File: src/rtl/fib_sample_fifo_if.sv
// Wishbone slave window signals for the fibonacci sample FIFO.
// The master modport is the firmware side (the user-project bus);
// the slave modport is the capture block that answers it.
interface fib_sample_fifo_if;
    logic        wbs_stb_i;
    logic        wbs_cyc_i;
    logic        wbs_we_i;
    logic [3:0]  wbs_sel_i;
    logic [31:0] wbs_dat_i;
    logic [31:0] wbs_adr_i;
    logic        wbs_ack_o;
    logic [31:0] wbs_dat_o;

    modport master (
        output wbs_stb_i,
        output wbs_cyc_i,
        output wbs_we_i,
        output wbs_sel_i,
        output wbs_dat_i,
        output wbs_adr_i,
        input  wbs_ack_o,
        input  wbs_dat_o
    );

    modport slave (
        input  wbs_stb_i,
        input  wbs_cyc_i,
        input  wbs_we_i,
        input  wbs_sel_i,
        input  wbs_dat_i,
        input  wbs_adr_i,
        output wbs_ack_o,
        output wbs_dat_o
    );
endinterface

File: src/rtl/fib_sample_fifo.sv
// Capture stage behind the fibonacci generator. The generator value is
// sampled into a small FIFO at a programmable decimation rate, firmware
// drains it through a Wishbone register window, and a level interrupt
// fires on a fill threshold or on overflow.
module fib_sample_fifo #(
    parameter int unsigned WIDTH        = 30,
    parameter int unsigned DEPTH        = 8,
    parameter logic [31:0] BASE_ADDRESS = 32'h3000_0100
) (
    input  logic             wb_clk_i,
    input  logic             reset,
    fib_sample_fifo_if.slave wbs,
    input  logic [WIDTH-1:0] value_i,
    output logic             irq_o,
    output logic [3:0]       level_o
);

    localparam int unsigned PW         = (DEPTH > 1) ? $clog2(DEPTH) : 1;
    localparam logic [3:0]  FULL_COUNT = 4'(DEPTH);

    localparam logic [4:0] ADR_STATUS = 5'h00;
    localparam logic [4:0] ADR_DATA   = 5'h04;
    localparam logic [4:0] ADR_CTRL   = 5'h08;
    localparam logic [4:0] ADR_CLEAR  = 5'h0C;
    localparam logic [4:0] ADR_THRESH = 5'h10;

    // Bus-facing registers
    logic        ack_q, ack_d;
    logic [31:0] datOut_q, datOut_d;

    // FIFO bookkeeping
    logic [PW-1:0]    wrPtr_q, wrPtr_d;
    logic [PW-1:0]    rdPtr_q, rdPtr_d;
    logic [3:0]       count_q, count_d;
    logic             overflow_q, overflow_d;
    logic [WIDTH-1:0] mem_q [DEPTH];

    // Control, threshold and decimation state
    logic        enable_q, enable_d;
    logic        irqEn_q, irqEn_d;
    logic [15:0] div_q, div_d;
    logic [15:0] cnt_q, cnt_d;
    logic [3:0]  thresh_q, thresh_d;
    logic        irq_q, irq_d;

    // Decoded per-cycle events
    logic        hit;
    logic        access;
    logic [4:0]  offset;
    logic        writeOk;
    logic        readAcc;
    logic        ctrlWr;
    logic        threshWr;
    logic        clearWr;
    logic        empty;
    logic        full;
    logic        sampleStrobe;
    logic        popReq;
    logic        pushOk;

    // Read-back words
    logic [31:0] headData;
    logic [31:0] statusWord;
    logic [31:0] ctrlWord;
    logic [31:0] readWord;

    logic        unusedBits;

    // Data bits that no register implements.
    assign unusedBits = ^{wbs.wbs_dat_i[31:24], wbs.wbs_dat_i[7:4]};

    // Decode the bus access and derive push/pop/clear events for this edge.
    always_comb begin
        hit          = wbs.wbs_stb_i & wbs.wbs_cyc_i &
                       (wbs.wbs_adr_i[31:5] == BASE_ADDRESS[31:5]);
        access       = hit & ~ack_q;
        offset       = wbs.wbs_adr_i[4:0];
        writeOk      = access & wbs.wbs_we_i & (wbs.wbs_sel_i == 4'hF);
        readAcc      = access & ~wbs.wbs_we_i;
        ctrlWr       = writeOk & (offset == ADR_CTRL);
        threshWr     = writeOk & (offset == ADR_THRESH);
        clearWr      = writeOk & (offset == ADR_CLEAR);
        empty        = (count_q == 4'd0);
        full         = (count_q == FULL_COUNT);
        sampleStrobe = enable_q & (cnt_q == div_q);
        popReq       = readAcc & (offset == ADR_DATA) & ~empty;
        pushOk       = sampleStrobe & ~clearWr & (~full | popReq);
    end

    // Assemble the word returned for the addressed register.
    always_comb begin
        headData                = '0;
        headData[WIDTH-1:0]     = mem_q[rdPtr_q];
        statusWord              = {20'd0, count_q, 5'd0, overflow_q, full, empty};
        ctrlWord                = {8'd0, div_q, 6'd0, irqEn_q, enable_q};
        readWord                = '0;
        case (offset)
            ADR_STATUS: readWord = statusWord;
            ADR_DATA:   readWord = empty ? 32'd0 : headData;
            ADR_CTRL:   readWord = ctrlWord;
            ADR_THRESH: readWord = {28'd0, thresh_q};
            default:    readWord = '0;
        endcase
    end

    // FIFO pointers, fill count and sticky overflow; a clear beats a coincident push.
    always_comb begin
        wrPtr_d    = wrPtr_q;
        rdPtr_d    = rdPtr_q;
        count_d    = count_q;
        overflow_d = overflow_q;
        if (clearWr) begin
            wrPtr_d    = '0;
            rdPtr_d    = '0;
            count_d    = '0;
            overflow_d = 1'b0;
        end else begin
            if (pushOk) begin
                wrPtr_d = wrPtr_q + PW'(1);
            end
            if (popReq) begin
                rdPtr_d = rdPtr_q + PW'(1);
            end
            case ({pushOk, popReq})
                2'b10:   count_d = count_q + 4'd1;
                2'b01:   count_d = count_q - 4'd1;
                default: count_d = count_q;
            endcase
            if (sampleStrobe & full & ~popReq) begin
                overflow_d = 1'b1;
            end
        end
    end

    // Control/threshold writes and the decimation counter.
    always_comb begin
        enable_d = enable_q;
        irqEn_d  = irqEn_q;
        div_d    = div_q;
        thresh_d = thresh_q;
        cnt_d    = cnt_q;
        if (ctrlWr) begin
            enable_d = wbs.wbs_dat_i[0];
            irqEn_d  = wbs.wbs_dat_i[1];
            div_d    = wbs.wbs_dat_i[23:8];
        end
        if (threshWr) begin
            thresh_d = wbs.wbs_dat_i[3:0];
        end
        if (ctrlWr | ~enable_q) begin
            cnt_d = '0;
        end else if (cnt_q == div_q) begin
            cnt_d = '0;
        end else begin
            cnt_d = cnt_q + 16'd1;
        end
    end

    // Single-cycle ack pulse, held read data, and the registered interrupt.
    always_comb begin
        ack_d    = hit & ~ack_q;
        datOut_d = readAcc ? readWord : datOut_q;
        irq_d    = irqEn_q & (((thresh_q != 4'd0) & (count_q >= thresh_q)) | overflow_q);
    end

    // State registers with synchronous reset.
    always_ff @(posedge wb_clk_i) begin
        if (reset) begin
            ack_q      <= 1'b0;
            datOut_q   <= '0;
            wrPtr_q    <= '0;
            rdPtr_q    <= '0;
            count_q    <= '0;
            overflow_q <= 1'b0;
            enable_q   <= 1'b0;
            irqEn_q    <= 1'b0;
            div_q      <= '0;
            cnt_q      <= '0;
            thresh_q   <= '0;
            irq_q      <= 1'b0;
        end else begin
            ack_q      <= ack_d;
            datOut_q   <= datOut_d;
            wrPtr_q    <= wrPtr_d;
            rdPtr_q    <= rdPtr_d;
            count_q    <= count_d;
            overflow_q <= overflow_d;
            enable_q   <= enable_d;
            irqEn_q    <= irqEn_d;
            div_q      <= div_d;
            cnt_q      <= cnt_d;
            thresh_q   <= thresh_d;
            irq_q      <= irq_d;
        end
    end

    // Sample storage; contents need no reset since the count gates visibility.
    always_ff @(posedge wb_clk_i) begin
        if (!reset && pushOk) begin
            mem_q[wrPtr_q] <= value_i;
        end
    end

    assign wbs.wbs_ack_o = ack_q;
    assign wbs.wbs_dat_o = datOut_q;
    assign irq_o         = irq_q;
    assign level_o       = count_q;

endmodule

File: src/flat_wrapper.sv
// flat-port wrapper written by rule: the top's interface ports become plain ports
module fib_sample_fifo_flat 
#(
    parameter int unsigned WIDTH        = 30,
    parameter int unsigned DEPTH        = 8,
    parameter logic [31:0] BASE_ADDRESS = 32'h3000_0100
)
  (wb_clk_i, reset, value_i, irq_o, level_o, wbs_wbs_stb_i, wbs_wbs_cyc_i, wbs_wbs_we_i, wbs_wbs_sel_i, wbs_wbs_dat_i, wbs_wbs_adr_i, wbs_wbs_ack_o, wbs_wbs_dat_o);
  fib_sample_fifo_if wbs_i ();
  input  logic wb_clk_i;
  input  logic reset;
  input  logic [WIDTH-1:0] value_i;
  output logic irq_o;
  output logic [3:0] level_o;
  input wire logic [$bits(wbs_i.wbs_stb_i)-1:0] wbs_wbs_stb_i;
  input wire logic [$bits(wbs_i.wbs_cyc_i)-1:0] wbs_wbs_cyc_i;
  input wire logic [$bits(wbs_i.wbs_we_i)-1:0] wbs_wbs_we_i;
  input wire logic [$bits(wbs_i.wbs_sel_i)-1:0] wbs_wbs_sel_i;
  input wire logic [$bits(wbs_i.wbs_dat_i)-1:0] wbs_wbs_dat_i;
  input wire logic [$bits(wbs_i.wbs_adr_i)-1:0] wbs_wbs_adr_i;
  output wire logic [$bits(wbs_i.wbs_ack_o)-1:0] wbs_wbs_ack_o;
  output wire logic [$bits(wbs_i.wbs_dat_o)-1:0] wbs_wbs_dat_o;
  assign wbs_i.wbs_stb_i = wbs_wbs_stb_i;
  assign wbs_i.wbs_cyc_i = wbs_wbs_cyc_i;
  assign wbs_i.wbs_we_i = wbs_wbs_we_i;
  assign wbs_i.wbs_sel_i = wbs_wbs_sel_i;
  assign wbs_i.wbs_dat_i = wbs_wbs_dat_i;
  assign wbs_i.wbs_adr_i = wbs_wbs_adr_i;
  assign wbs_wbs_ack_o = wbs_i.wbs_ack_o;
  assign wbs_wbs_dat_o = wbs_i.wbs_dat_o;
  fib_sample_fifo #(.WIDTH(WIDTH), .DEPTH(DEPTH), .BASE_ADDRESS(BASE_ADDRESS)) u_core (.wb_clk_i(wb_clk_i), .reset(reset), .wbs(wbs_i), .value_i(value_i), .irq_o(irq_o), .level_o(level_o));
endmodule
File: config.mk
export PLATFORM = sky130hd
export DESIGN_NAME = fib_sample_fifo_flat
export DESIGN_NICKNAME = d
export VERILOG_FILES = /design/src/rtl/fib_sample_fifo_if.sv /design/src/rtl/fib_sample_fifo.sv /design/src/flat_wrapper.sv
export SDC_FILE = /design/constraint.sdc
export NUM_CORES = 1
export LEC_CHECK = 0
export BUFFER_PORTS_ARGS = -buffer_cell sky130_fd_sc_hd__buf_2
export CORE_MARGIN = 2
export CORE_UTILIZATION = 45
export CTS_BUF_LIST = sky130_fd_sc_hd__clkbuf_16
export DETAILED_ROUTE_END_ITERATION = 12
export MAX_ROUTING_LAYER = met4
export PLACE_DENSITY_LB_ADDON = 0.08
export SLEW_MARGIN = 20
export SYNTH_ARGS = -nofsm -noshare
export SYNTH_HDL_FRONTEND = slang
export SYNTH_SLANG_ARGS = --single-unit
export TNS_END_PERCENT = 10
File: constraint.sdc
create_clock -name wb_clk_i -period 5.4 [get_ports wb_clk_i]
set_input_delay 0.27 -clock wb_clk_i [delete_from_list [all_inputs] [get_ports wb_clk_i]]
set_output_delay 0.27 -clock wb_clk_i [all_outputs]
set_load 0.1 [all_outputs]
==> summary.md, run 1 <==
| Metric | Value |
|---|---|
| Status | `completed` |
| Final worst path period share | `68.6%` |
| Crit path kind | `reg -> reg` |
| Number of top-level pins | `141` |
| CTS tree | `built` |
| Initial core utilization | `45.5%` |
| Placement row count | `62` |
| Area leader, netlist | `edfxtp_1` |
| Final setup violation count | `0` |
| Most frequent cell after synthesis | `edfxtp_1` |
| Post-synthesis adder-cell area fraction | `1.02%` |
| CTS clk-pin slew, worst paths | `0.06 ns` |
| Largest net degree at the start of global routing | `60` |
| Worst r2r path cells | `7` |
| Num CTS Buffers | `36` |
| Post-Syn Area | `13000 um^2` |
| Max frequency | `0.270 GHz` |
| Drt via density | `5.49` |
| Syn Inst Count | `794` |
| Netlist cell types | `61` |
| Most area-consuming cells after synthesis | `edfxtp_1, dfxtp_1, mux4_2` |
| Clock Sinks | `324` |
| Area of the multi-input gates | `3960 um^2` |
| Design area | `15400 um^2` |
| Compound-Gate Fraction of Synth Area | `3.62%` |
| Final min period | `3.70 ns` |
| Total wire length | `29200 um` |
| Post-synth EDFFs | `240` |
| Asr flop ratio synth | `0%` |
| Max Slew Vio Count | `0` |
| Yosys reg bits | `324` |
| Crit Reg-Reg Endpoint | `u_core.mem_q[3][13]` |
| Clk_lat worst skew | `0.53 ns` |
| Worst Hold Class | `in -> reg` |
| Hold Fails Final Rpt | `0` |
| Register area | `8890 um^2` |
| Flop2flop setup slack | `1.70 ns` |
| Rel. slew slack | `47.0%` |
| Gpl congestion | `0.855` |
| # DRC | `0` |
| Total grt overflow | `0` |
| H-Tree Depth | `2` |
| Post-layout nets | `1068` |
| Placed cell area | `14200 um^2` |
| Hold Path End | `u_core.mem_q[5][25]` |
| Drt pass-1 iters | `5` |
| Hold Crit Start | `value_i[25]` |
| Main combinational cell family by area after synthesis | `multiplexers` |
| Worst setup SP type | `flip-flop` |
| Routed via count | `7514` |
| Static leakage | `0.00533 uW` |
| Post-route clock skew | `0.0199 ns` |
| Die ar. | `30300 um^2` |
| Layout area overhead | `18.4%` |
| Yosys warns | `0` |
| Vias in the first global route | `7862` |
| Die Wd | `174 um` |
| CP endpoint kind | `flip-flop` |
| Fillers | `2316` |
| Core area | `28600 um^2` |
| PortBufs | `126` |
| Fin Setup TNS | `0 ns` |
| Syn Area/Cell | `16.4 um^2` |
| Xor and xnor area share after synthesis | `2.35%` |
| Pwr Total | `4980 uW` |
| Critical Path RT | `5.58 ns` |
| Post-synthesis mux area share | `15.0%` |
| Post-synthesis sequential area ratio | `68.2%` |
| R2R Path Start | `u_core.level_o[2]` |
| WL/cell | `21.3 um` |
| Clk Tree Root Cell | `clkbuf_16` |
| Place WS | `1.71 ns` |
| Antenna violations before repair | `2` |
| First DRT Iteration DRCs | `530` |
| Maximum VDD drop | `0.223 mV` |
| First-pass GRT wire length | `44900 um` |
| Resized cells post-CTS | `0` |
| CP Max Fanout | `19` |
| Post-layout util | `53.9%` |
| DRT antenna net count | `0` |
| Top cell type's share of synthesized area | `55.3%` |
| Commonest cells post-synth | `edfxtp_1, nor2_1, dfxtp_1` |
| GRT Overall Usage | `20.0%` |
| Clock Path Buffers | `3` |
| Pwr per Cell Area | `322 nW/um^2` |
| Post-synth top flop | `edfxtp_1` |
| Post-Synth Simple-Gate Area | `7.81%` |
| Number of max-cap violations | `0` |
| Unrepaired setup endpoints after global routing | `false` |
| Die Ht | `174 um` |
| Post-route setup slack | `1.70 ns` |
| Tightest Pin Transition | `0.794 ns` |
| Share of cells above drive strength 1 | `31.4%` |
| DP HPWL | `18600 um` |
| Hold Crit Depth | `1` |
| Worst EP arrival | `3.88 ns` |
[cell usage in the layout, fill, tap and decap left out, types with 10 or more instances in the layout]
master and instances:
nor3_1 17, buf_4 20, clkbuf_16 36, mux2i_1 28, buf_2 126, nor2_1 82
edfxtp_1 240, nand3_1 13, a22oi_1 10, mux2_2 27, a221oi_1 13, dfxtp_1 82
inv_1 25, xor2_1 30, mux4_2 60, dlygate4sd3_1 19, nand2_1 19, nor4_1 13
[metrics by stage]
stage | instances | hold slack, ns
finish | 1368 | 0.0155
global route | 1368 | 0.0149
CTS | 1366 | 0.000106
detailed placement | 1282 | 0.443
global placement | 1282 | 0.449
floorplan | 795 | 0.369
[final cells by class]
cell class              instances  share of cell area [%]
diodes                          2                  0.0324
clock buffers                  36                    5.83
clock inverters                29                    1.20
inverters                      11                   0.267
multi-input cells             417                    25.7
flip-flops and latches        324                    57.6
well taps                     384                    3.11
repair buffers                165                    6.29
[logic make-up (layout without fill, tap and decap cells)]
group | count (synthesis) | after routing
other | 1 | 4
buffers and inverters | 54 | 241
AOI/OAI and AO/OA | 60 | 60
xor gates and xnor gates | 35 | 35
and+or+nand+nor | 194 | 194
adders and majority gates | 10 | 10
muxes | 116 | 116
DFF | 324 | 324
[routing by layer]
metal	global-route usage, %	wire (um)	vias up
met3	3.92	1490	45
met4	5.39	530	0
met5	-	0	-
met1	26.0	12900	3822
li1	-	-	3449
met2	32.5	14200	198
[sequential cells by signal, summed over array words and instances, names as in the netlist, 3 cells and up, named ones only]
register              flops
u_core.mem_q            240
u_core.wbs.wbs_dat_o     30
u_core.cnt_q             16
u_core.div_q             16
u_core.level_o            4
u_core.thresh_q           4
u_core.rdPtr_q            3
u_core.wrPtr_q            3
[report_power, final]
group | leakage, uW | switching (uW) | internal [uW]
Sequential | 0.00283 | 0.000000189 | 2670
Clock | 0.000574 | 950 | 1270
Combinational | 0.00192 | 54.7 | 37.0
Total | 0.00533 | 1000 | 3970
[critical path, stage by stage, from the launching register on]
cell      delay (ns)
dfxtp_1         0.57
or4_4           0.22
and4b_1         0.72
nand3_1         0.34
nand2_1         0.20
nand3b_1        0.33
nor2_4          0.53
buf_4           0.42
[worst max-delay path by stage]
| stage | endpoint | slack [ns] | start | cells past startpoint |
|---|---|---|---|---|
| finish | u_core.mem_q[3][13] | 1.70 | u_core.level_o[2] | 7 |
| global route | u_core.mem_q[3][23] | 1.52 | u_core.level_o[2] | 7 |
| CTS | u_core.mem_q[1][12] | 1.70 | u_core.level_o[2] | 7 |
| detailed placement | u_core.mem_q[1][16] | 1.71 | u_core.level_o[2] | 7 |
| global placement | u_core.mem_q[3][16] | 1.71 | wbs_wbs_adr_i[4] | 8 |
| floorplan | u_core.mem_q[4][0] | -0.01 | u_core.level_o[2] | 7 |
[repair_timing]
action                                 CTS  global route
setup buffers                            0             0
hold buffers                            19             0
endpoints found under the hold margin   42             0
Power figures use the tool's default switching activity.
==> run 2: changes to the inputs <==
==> constraint.sdc (replaced) <==
create_clock -name wb_clk_i -period 3.08 [get_ports wb_clk_i]
set_input_delay 0.154 -clock wb_clk_i [delete_from_list [all_inputs] [get_ports wb_clk_i]]
set_output_delay 0.154 -clock wb_clk_i [all_outputs]
set_load 0.1 [all_outputs]
==> summary.md, run 2 (synthesized netlist as in run 1, its figures left out) <==
| Metric | Value |
|---|---|
| Register with the most flip-flops | `u_core.mem_q` |
| Clk_lat worst skew | `0.51 ns (-0.02 ns)` |
| Share of cells above drive strength 1 | `32.2% (+0.86 points)` |
| Most frequent cells in the layout | `edfxtp_1, buf_2, nor2_1, dfxtp_1, mux4_2` |
| Fin Setup TNS | `0 ns (unchanged)` |
| Final min period | `2.85 ns (-0.852 ns)` |
| Drt via density | `5.45 (-0.82%)` |
| Vias in the first global route | `8008 (+1.9%)` |
| Max Slew Vio Count | `0 (unchanged)` |
| Critical Path, Cell by Cell | `xor2_1, nor4_2, nand4_2, nor3_2, nand2b_1, inv_1, ha_1, a21o_1, a21oi_1, nor2_1, a32oi_1, mux2i_1` |
| Core area | `28600 um^2 (unchanged)` |
| CTS tree | `built` |
| PortBufs | `126 (unchanged)` |
| CP endpoint kind | `flip-flop` |
| Worst EP arrival | `3.28 ns (-0.60 ns)` |
| Num CTS Buffers | `35 (-2.8%)` |
| # diodes | `0 (-2)` |
| Worst Hold Class | `in -> reg` |
| Hold Fails Final Rpt | `0 (unchanged)` |
| DP HPWL | `18400 um (-1.1%)` |
| Post-route setup slack | `0.230 ns (-1.47 ns)` |
| Post-route clock skew | `0.0190 ns (-0.000929 ns)` |
| Rel. slew slack | `53.9% (+6.9 points)` |
| Final setup violation count | `0 (unchanged)` |
| Largest net degree at the start of global routing | `31 (-48%)` |
| Crit path kind | `reg -> reg` |
| CP Max Fanout | `3 (-16)` |
| Max reg flops | `240 (unchanged)` |
| Final worst path period share | `92.5% (+24 points)` |
| # DRC | `0 (unchanged)` |
| Inst Count DP | `1293 (+0.86%)` |
| Pwr per Cell Area | `543 nW/um^2 (+68%)` |
| Max frequency | `0.351 GHz (+30%)` |
| H-Tree Depth | `2 (unchanged)` |
| Gpl congestion | `0.843 (-1.5%)` |
| Clock Path Buffers | `3 (unchanged)` |
| Die ar. | `30300 um^2 (unchanged)` |
| Antenna violations before repair | `0 (-2)` |
| Die Ht | `174 um (unchanged)` |
| Post-layout nets | `1109 (+3.8%)` |
| Layout area overhead | `22.6%` |
| Fin cells | `1405 (+2.7%)` |
| Worst setup SP type | `flip-flop` |
| Routed via count | `7654 (+1.9%)` |
| WL/cell | `21.0 um (-1.6%)` |
| Postcts setup bufs | `0 (unchanged)` |
| Place WS | `0.154 ns (-1.56 ns)` |
| DRT antenna net count | `0 (unchanged)` |
| Placement row count | `62 (unchanged)` |
| Tightest Pin Transition | `0.687 ns (-0.108 ns)` |
| Most common cell after layout, fill and taps aside | `edfxtp_1` |
| Worst path max stage delay | `0.38 ns (-0.34 ns)` |
| Critical Path Slowest Stage Cell | `nor4_2` |
| Number of top-level pins | `141 (unchanged)` |
| Static leakage | `0.00553 uW (+3.8%)` |
| Clock Sinks | `324 (unchanged)` |
| CTS clk-pin slew, worst paths | `0.06 ns (about the same)` |
| Number of max-cap violations | `0 (unchanged)` |
| Initial core utilization | `45.5% (unchanged)` |
| Total grt overflow | `0 (unchanged)` |
| Unrepaired setup endpoints after global routing | `false` |
| First-pass GRT wire length | `45500 um (+1.2%)` |
| Critical Path RT | `3.51 ns (-2.07 ns)` |
| Clk Tree Root Cell | `clkbuf_16` |
| GRT Overall Usage | `20.2% (+0.14 points)` |
| Total wire length | `29500 um (+1.1%)` |
| Drt pass-1 iters | `6 (+1)` |
| Status | `completed` |
| Maximum VDD drop | `0.422 mV (+89%)` |
| Die Wd | `174 um (unchanged)` |
| First DRT Iteration DRCs | `509 (-4.0%)` |
-- run 2: layout make-up --
type	instances	area, um^2
Sequential cell	324	8910
Timing Repair Buffer	207	1490
Tap cell	384	480
Clock buffer	36	901
Inverter	11	41.3
Multi-Input combinational cell	417	4010
Fill cell	2280	12600
Clock inverter	26	153
-- run 2: final timing paths --
kind,to,cells after the start,slack (ns),from
max,u_core.level_o[3],12,0.23,u_core.div_q[10]
min,u_core.wbs.wbs_ack_o,3,0.03,wbs_wbs_stb_i
max reg2reg,u_core.level_o[3],12,0.23,u_core.div_q[10]
min reg2reg,u_core.wbs.wbs_dat_o[3],2,0.46,u_core.wbs.wbs_dat_o[3]
-- run 2: through the flow --
step	power [uW]	hold slack [ns]	util [%]	area [um^2]
3_5_place_dp	4910	0.403	50.3	14400
4_1_cts	8770	0.0191	55.8	16000
3_3_place_gp	4900	0.390	50.3	14400
2_1_floorplan	4810	0.253	-	13100
6_report	8670	0.0288	55.8	16000
5_1_grt	8940	0.0469	55.8	16000
-- run 2: critical path, delay by kind of cell, from the launching register on --
kind | cells | cell delay, ns
simple gates | 5 | 1.15
compound gates | 3 | 0.59
flops | 1 | 0.34
fa+ha+maj | 1 | 0.26
mux | 1 | 0.19
xor+xnor | 1 | 0.17
buf+inv | 1 | 0.07
-- run 2: repair_timing --
item,in CTS,in global routing
endpoints found under the hold margin,262,0
endpoints found under the setup margin,0,31
gates resized for setup,0,3
hold buffers,50,0
-- run 2: metal layers --
metal | routed length (um) | vias to the layer above | share of wire (%) | GRT usage [%]
met2 | 14100 | 228 | 48 | 32.5
met1 | 13300 | 3852 | 45 | 26.8
li1 | - | 3524 | - | -
met4 | 650 | 0 | 2.2 | 5.67
met3 | 1460 | 50 | 5.0 | 3.15
met5 | 0 | - | 0 | -
-- run 2: power breakdown --
group	switching (uW)	total (uW)	internal (uW)
Clock	1600	3810	2200
Sequential	0.000000333	4670	4670
Combinational	104	195	91.4
==> run 3: changes to the inputs <==
==> constraint.sdc (replaced) <==
create_clock -name wb_clk_i -period 2.85 [get_ports wb_clk_i]
set_input_delay 0.1425 -clock wb_clk_i [delete_from_list [all_inputs] [get_ports wb_clk_i]]
set_output_delay 0.1425 -clock wb_clk_i [all_outputs]
set_load 0.1 [all_outputs]
==> summary.md, run 3 (synthesized netlist as in run 1, its figures left out) <==
| Metric | Value |
|---|---|
| Status | `completed` |
| Pint | `7500 uW (+7.6%)` |
| Critical Path Slowest Stage Cell | `dfxtp_1` |
| First DRT Iteration DRCs | `653 (+28%)` |
| Antenna violations before repair | `1 (+1)` |
| CP top delay family | `simple AND/OR/NAND/NOR gates` |
| Tightest Pin Transition | `0.737 ns (+0.0503 ns)` |
| Maximum VDD drop | `0.496 mV (+17%)` |
| Clock share of power | `43.9% (about the same)` |
| Number of top-level pins | `141 (unchanged)` |
| First-pass GRT wire length | `46500 um (+2.2%)` |
| CP Max Fanout | `3 (unchanged)` |
| Post-route clock skew | `0.0141 ns (-0.00486 ns)` |
| GRT Overall Usage | `20.7% (+0.56 points)` |
| Crit path buffers/inverters | `2 (+1)` |
| Hold Crit Start | `reset` |
| Power share of the sequential group | `53.8% (about the same)` |
| R2R Path Start | `u_core.div_q[4]` |
| Final min period | `2.73 ns (-0.119 ns)` |
| Worst Setup SP | `u_core.div_q[4]` |
| CP endpoint kind | `flip-flop` |
| Final worst path period share | `95.8% (+3.3 points)` |
| Hold Fails Final Rpt | `0 (unchanged)` |
| Critical Path RT | `3.29 ns (-0.22 ns)` |
| Gpl congestion | `0.855 (+1.5%)` |
| Final setup violation count | `0 (unchanged)` |
| Hold Crit Depth | `2 (-1)` |
| Switch share | `20.2% (+0.48 points)` |
| Drt via density | `5.46 (+0.16%)` |
| PortBufs | `126 (unchanged)` |
| Design area | `16200 um^2 (+1.3%)` |
| Total wire length | `30400 um (+2.9%)` |
| H-Tree Depth | `2 (unchanged)` |
| Worst path max stage delay | `0.34 ns (-0.04 ns)` |
| Core area | `28600 um^2 (unchanged)` |
| Static leakage | `0.00564 uW (+2.0%)` |
| Initial core utilization | `45.5% (unchanged)` |
| Post-layout nets | `1128 (+1.7%)` |
| Number of max-cap violations | `0 (unchanged)` |
| Pwr Total | `9390 uW (+8.2%)` |
| Clock Sinks | `324 (unchanged)` |
| Worst Hold Class | `in -> reg` |
| Routed via count | `7781 (+1.7%)` |
| CTS clk-pin slew, worst paths | `0.06 ns (about the same)` |
| Place WS | `0.0615 ns (-0.0920 ns)` |
| Placed cell area | `14500 um^2 (+0.80%)` |
| Fillers | `2224 (-2.5%)` |
| Critical Path, Cell by Cell | `xor2_1, nor4_2, buf_4, nand4_4, nor3_4, nand2b_4, inv_1, ha_1, a21o_1, a21oi_2, nor2_1, a32oi_1, mux2i_1` |
| Max Slew Vio Count | `0 (unchanged)` |
| Pwr per Cell Area | `580 nW/um^2 (+6.9%)` |
| Most frequent cells in the layout | `edfxtp_1, buf_2, nor2_1, dfxtp_1, mux4_2` |
| Hold Slack | `0.0267 ns (-0.00213 ns)` |
| Die ar. | `30300 um^2 (unchanged)` |
| Clk_lat worst skew | `0.52 ns (about the same)` |
| WL/cell | `21.3 um (+1.4%)` |
| Layout area overhead | `24.1%` |
| Rel. slew slack | `50.5% (-3.4 points)` |
| Comb pwr share | `2.3% (about the same)` |
| Post-layout util | `56.5% (+0.70 points)` |
| Hold Path End | `u_core.irqEn_q` |
| Drt pass-1 iters | `6 (unchanged)` |
| Max reg flops | `240 (unchanged)` |
| Register with the most flip-flops | `u_core.mem_q` |
| Vias in the first global route | `8079 (+0.89%)` |
| Max frequency | `0.366 GHz (+4.4%)` |
| Num CTS Buffers | `35 (unchanged)` |
| Worst r2r path cells | `13 (+1)` |
| DP HPWL | `18600 um (+1.1%)` |
| Post-route setup slack | `0.119 ns (-0.111 ns)` |
| Share of cells above drive strength 1 | `33.7% (+1.5 points)` |
| Flop2flop setup slack | `0.12 ns (-0.11 ns)` |
| Largest net degree at the start of global routing | `49 (+58%)` |
| Clock Path Buffers | `3 (unchanged)` |
| Total grt overflow | `0 (unchanged)` |
| Die Ht | `174 um (unchanged)` |
| Die Wd | `174 um (unchanged)` |
| Crit Reg-Reg Endpoint | `u_core.level_o[3]` |
| Clk Tree Root Cell | `clkbuf_16` |
| Crit path kind | `reg -> reg` |
| # DRC | `0 (unchanged)` |
| CTS tree | `built` |
| Worst setup SP type | `flip-flop` |
| Most common cell after layout, fill and taps aside | `edfxtp_1` |
| DRT antenna net count | `0 (unchanged)` |
| Worst EP arrival | `3.17 ns (-0.11 ns)` |
| Placement row count | `62 (unchanged)` |
| P_sw | `1890 uW (+11%)` |
[run 3: power by group through the flow]
stage,Combinational (uW),Clock [uW],Sequential (uW)
2_1_floorplan,42.0,0,5150
3_3_place_gp,147,0,5150
3_5_place_dp,158,0,5150
4_1_cts,213,4230,5050
5_1_grt,232,4400,5050
6_report,214,4120,5050
[run 3: cell type report]
| class | count | area [um^2] | share of cell area (%) |
|---|---|---|---|
| flip-flops and latches | 324 | 8910 | 55.1 |
| clock buffers | 35 | 876 | 5.41 |
| well taps | 384 | 480 | 2.97 |
| clock inverters | 28 | 188 | 1.16 |
| multi-input cells | 417 | 4030 | 24.9 |
| inverters | 11 | 41.3 | 0.255 |
| repair buffers | 226 | 1660 | 10.2 |
| diodes | 1 | 2.50 | 0.0155 |
[run 3: routing by layer]
metal  track usage [%]  wire [um]
met3              3.19       1650
met5                 -          0
met2              33.7      14600
met4              5.60        642
met1              27.4      13400
[run 3: worst max-delay path by stage]
stage | end | cells after the start
after CTS | u_core.level_o[3] | 12
after global placement | u_core.level_o[3] | 12
final | u_core.level_o[3] | 13
after detailed placement | u_core.level_o[3] | 12
after global routing | u_core.level_o[3] | 13
after floorplan | u_core.level_o[3] | 14
[run 3: per-stage QoR]
step / setup TNS [ns] / cells
4_1_cts: 0 / 1419
3_5_place_dp: 0 / 1306
2_1_floorplan: -7.98 / 795
5_1_grt: -0.0254 / 1426
6_report: 0 / 1426
3_3_place_gp: 0 / 1306
[run 3: timing repair]
action | 4_1_cts | 5_1_grt
endpoints found under the setup margin | 1 | 27
endpoints found under the hold margin | 262 | 0
gates resized for setup | 1 | 7
hold buffers | 50 | 0
pin swaps | 0 | 7
buffers inserted | 0 | 6
